File: config.mk
export PLATFORM = sky130hd
export DESIGN_NAME = writeburst_arbiter
export DESIGN_NICKNAME = d
export VERILOG_FILES = /design/src/rtl/writeburst_arbiter.sv
export SDC_FILE = /design/constraint.sdc
export NUM_CORES = 1
export LEC_CHECK = 0
export CAP_MARGIN = 0
export CORE_MARGIN = 3
export CORE_UTILIZATION = 30
export CTS_CLUSTER_SIZE = 14
export DETAILED_ROUTE_END_ITERATION = 8
export GPL_TIMING_DRIVEN = 1
export PLACE_DENSITY = 0.68
export SYNTH_ARGS = -nofsm -noshare
export SYNTH_HDL_FRONTEND = slang
export SYNTH_SLANG_ARGS = --single-unit
File: constraint.sdc
create_clock -name clk -period 2.7 [get_ports clk]
set_input_delay 0.54 -clock clk [delete_from_list [all_inputs] [get_ports clk]]
set_output_delay 0.54 -clock clk [all_outputs]
set_load 0.005 [all_outputs]
File: src/rtl/writeburst_arbiter.sv
// writeburst_arbiter: round-robin two-port arbiter onto one writeburst channel.
// Grant held for a whole burst; response side is driven only from registers.
module writeburst_arbiter (
  input  logic        clk,
  input  logic        rst_n,

  input  logic        req0_writeburst_do,
  output logic        req0_writeburst_done,
  input  logic [31:0] req0_writeburst_address,
  input  logic [1:0]  req0_writeburst_dword_length,
  input  logic [3:0]  req0_writeburst_byteenable_0,
  input  logic [3:0]  req0_writeburst_byteenable_1,
  input  logic [55:0] req0_writeburst_data,

  input  logic        req1_writeburst_do,
  output logic        req1_writeburst_done,
  input  logic [31:0] req1_writeburst_address,
  input  logic [1:0]  req1_writeburst_dword_length,
  input  logic [3:0]  req1_writeburst_byteenable_0,
  input  logic [3:0]  req1_writeburst_byteenable_1,
  input  logic [55:0] req1_writeburst_data,

  output logic        resp_writeburst_do,
  input  logic        resp_writeburst_done,
  output logic [31:0] resp_writeburst_address,
  output logic [1:0]  resp_writeburst_dword_length,
  output logic [3:0]  resp_writeburst_byteenable_0,
  output logic [3:0]  resp_writeburst_byteenable_1,
  output logic [55:0] resp_writeburst_data,

  output logic        grant_id
);

  localparam logic [1:0] IDLE    = 2'd0;
  localparam logic [1:0] BUSY    = 2'd1;
  localparam logic [1:0] RELEASE = 2'd2;

  logic [1:0] state;
  logic       last_grant;
  logic       any_req;
  logic       both_req;
  logic       pick;

  assign any_req  = req0_writeburst_do | req1_writeburst_do;
  assign both_req = req0_writeburst_do & req1_writeburst_do;

  // on contention the port that did not win last time goes first
  assign pick = both_req ? ~last_grant : req1_writeburst_do;

  always_ff @(posedge clk) begin
    if (!rst_n) begin
      state                        <= IDLE;
      last_grant                   <= 1'b1;
      grant_id                     <= 1'b0;
      resp_writeburst_do           <= 1'b0;
      req0_writeburst_done         <= 1'b0;
      req1_writeburst_done         <= 1'b0;
      resp_writeburst_address      <= '0;
      resp_writeburst_dword_length <= '0;
      resp_writeburst_byteenable_0 <= '0;
      resp_writeburst_byteenable_1 <= '0;
      resp_writeburst_data         <= '0;
    end else begin
      req0_writeburst_done <= 1'b0;
      req1_writeburst_done <= 1'b0;
      case (state)
        IDLE: begin
          if (any_req) begin
            state              <= BUSY;
            grant_id           <= pick;
            last_grant         <= pick;
            resp_writeburst_do <= 1'b1;
            if (pick) begin
              resp_writeburst_address      <= req1_writeburst_address;
              resp_writeburst_dword_length <= req1_writeburst_dword_length;
              resp_writeburst_byteenable_0 <= req1_writeburst_byteenable_0;
              resp_writeburst_byteenable_1 <= req1_writeburst_byteenable_1;
              resp_writeburst_data         <= req1_writeburst_data;
            end else begin
              resp_writeburst_address      <= req0_writeburst_address;
              resp_writeburst_dword_length <= req0_writeburst_dword_length;
              resp_writeburst_byteenable_0 <= req0_writeburst_byteenable_0;
              resp_writeburst_byteenable_1 <= req0_writeburst_byteenable_1;
              resp_writeburst_data         <= req0_writeburst_data;
            end
          end
        end
        BUSY: begin
          if (resp_writeburst_done) begin
            state                <= RELEASE;
            resp_writeburst_do   <= 1'b0;
            req0_writeburst_done <= ~grant_id;
            req1_writeburst_done <= grant_id;
          end
        end
        // requests are not sampled here, so a lingering do is not re-granted
        RELEASE: state <= IDLE;
        default: state <= IDLE;
      endcase
    end
  end

endmodule
==> results.cfg <==
[worst_setup_path]
critPathMaxStageDelay_ns = 0.63
cp-start-kind = flip-flop
crit_family = buffers and inverters
path_class = flip-flop to output port
path_buf_inv = 1
slowest_stage = clkdlybuf4s50_1
cp-end-kind = output port
crit_path_max_fanout = 2
arrival_ns = 1.30
path_cells = clkdlybuf4s50_1
required_ns = 2.16

[power]
clkPwrFrac_pct = 30.2
p_sw_mw = 1.25
p_comb_share_pct = 29.2
total_power_mw = 4.50
p_sw_share_pct = 27.7
p_int_mw = 3.25
power_density_nw_per_um2 = 550
seq_power_share_pct = 40.6
worst_ir_drop_vdd_mv = 0.277
p_leak_nw = 3.02

[synth]
synth_area_per_cell_um2 = 8.05
synth_seq_cells = 105
ys_types = 23
syn_nets = 784
netlist_area_um2 = 4700
yosysSeqAreaShare_pct = 44.8
synthCells = 583
synth_warnings = 0

[detailed_routing]
first_iter_violations = 296
top_layer = met4
vias = 5341
viasPerCell = 5.05
wl_met1_mm = 7.27
route.detailed.drc = 0
wl_per_cell_um = 16.6
wl_mm = 17.6
wl_met2_mm = 8.38
ant_nets = 0
first_pass_iters = 4
routed-wl-met3_mm = 1.51

[sta]
rsz0062_at_grt = false
slew_headroom_pct = 64.3
fin_setup_tns_ns = 0
skew_ns = 0.00988
tightestPinTransition_ns = 0.536
hold_slack_ns = 0.482
final_hold_viol_count = 0
period_needed_ns = 1.84
max_freq_mhz = 543
period_share_pct = 68.2
slew_viol_final = 0
setup_violations = 0

[clock_tree]
clk_latency_ns = 0.35
cts_tree = built
post_cts_resize_count = 0
clk_path_buf_depth = 2
path_clk_slew_ns = 0.07
h-tree-depth = 3
hold_buffers = 0
cts_made_buffers = 9
post-cts-setup-buffers = 0
root_buffer = clkbuf_16
clkSinkCount = 105

[floorplan]
fp.dieH_um = 131
die_width_um = 131
start_util_pct = 30.8
core_area_um2 = 15300
pin_count = 303
die_area_um2 = 17200
rows = 45

[cells_and_area]
fillers = 1440
design_area_um2 = 8180
nets = 1043
drive_above_1_share_pct = 5.08
area_delta_synth_final_pct = 74.2
most-common-layout-cells = 302 x clkdlybuf4s50_1, 196 x nand2_1, 105 x dfxtp_1
n_antenna_cell = 0
layout_commonest_cell = clkdlybuf4s50_1
post-route-util_pct = 53.6

[placed_design]
gp_congestion = 0.764
dpl-instance-area_um2 = 7870
port_buffers = 302
place_hpwl_mm = 11.7

[status]
run_status = finished, final reports clean

[global_route]
grt_pass1_wl_mm = 28.0
antenna_found_initial = 0
grt_overflow = 0
grt_max_degree = 102
grt.total_usage_pct = 19.7
grt_pass1_vias = 5169

[worst_hold_path]
hold_class = flip-flop to flip-flop

[run]
maxCapViolCount = 0
[kinds of logic (layout without fill, tap and decap cells)]
| group | count (synthesis) | after routing | share of synthesized area (%) |
|---|---|---|---|
| AND/OR/NAND/NOR | 207 | 207 | 17.0 |
| AO/OA/AOI/OAI | 204 | 204 | 31.1 |
| flip-flops | 105 | 105 | 44.8 |
| buffers and inverters | 67 | 331 | 7.11 |
[power groups by stage]
stage	Combinational, mW	Sequential (mW)	Clock, mW
floorplan	0.522	1.87	0
global placement	1.32	1.85	0
detailed placement	1.32	1.86	0
CTS	1.33	1.83	1.40
global route	1.43	1.85	1.47
finish	1.31	1.83	1.36
[through the flow]
step           cells  worst slack (ns)
2_1_floorplan    583              1.10
3_3_place_gp    1042             0.546
3_5_place_dp    1042             0.499
4_1_cts         1058             0.815
5_1_grt         1058             0.744
6_report        1058             0.857
[metal layers]
layer	up-vias	GRT usage, %
met1	2491	24.0
met3	25	6.85
met5	-	0
li1	2622	-
met4	0	7.00
met2	203	32.4
[registers in the layout, indices dropped and copies added (netlist names)]
signal	cells
resp_writeburst_data	56
resp_writeburst_address	32
resp_writeburst_byteenable_0	4
resp_writeburst_byteenable_1	4
resp_writeburst_dword_length	2
state	2
grant_id	1
last_grant	1
req0_writeburst_done	1
req1_writeburst_done	1
resp_writeburst_do	1
[worst paths after layout]
kind,start,to,slack [ns],depth (start not counted)
setup / recovery,resp_writeburst_address[3],resp_writeburst_address[3],0.86,1
hold / removal,grant_id,req0_writeburst_done,0.48,1
setup reg to reg,state[1],resp_writeburst_data[25],1.08,4
hold reg to reg,grant_id,req0_writeburst_done,0.48,1
[cell usage after synthesis]
cell,instances,area (µm²)
nand3b_1,1,7.51
buf_6,2,22.5
nor3b_1,1,7.51
and3_1,1,6.26
o21ai_0,1,5.00
or2_1,1,6.26
inv_1,1,3.75
a21boi_0,1,7.51
clkbuf_1,20,75.1
a21bo_2,1,10.0
nand2_1,196,736
a21boi_1,1,7.51
a311oi_1,89,780
buf_4,5,37.5
and2_1,2,12.5
nor2_1,3,11.3
nor3_1,2,10.0
a311oi_2,9,135
a21oi_1,99,495
dfxtp_1,105,2100
buf_2,39,195
o21a_1,2,15.0
a22oi_1,1,7.51
[cell type report]
type | count | area (µm²) | share of cell area, %
inverter | 1 | 5.00 | 0.0612
sequential | 105 | 2100 | 25.7
clock buffer | 10 | 239 | 2.92
tap | 211 | 264 | 3.23
clock inverter | 6 | 65.1 | 0.796
multi-input combinational | 411 | 2290 | 28.0
timing repair buffer | 314 | 3210 | 39.3
No activity file was read; power rests on OpenSTA's default activity.
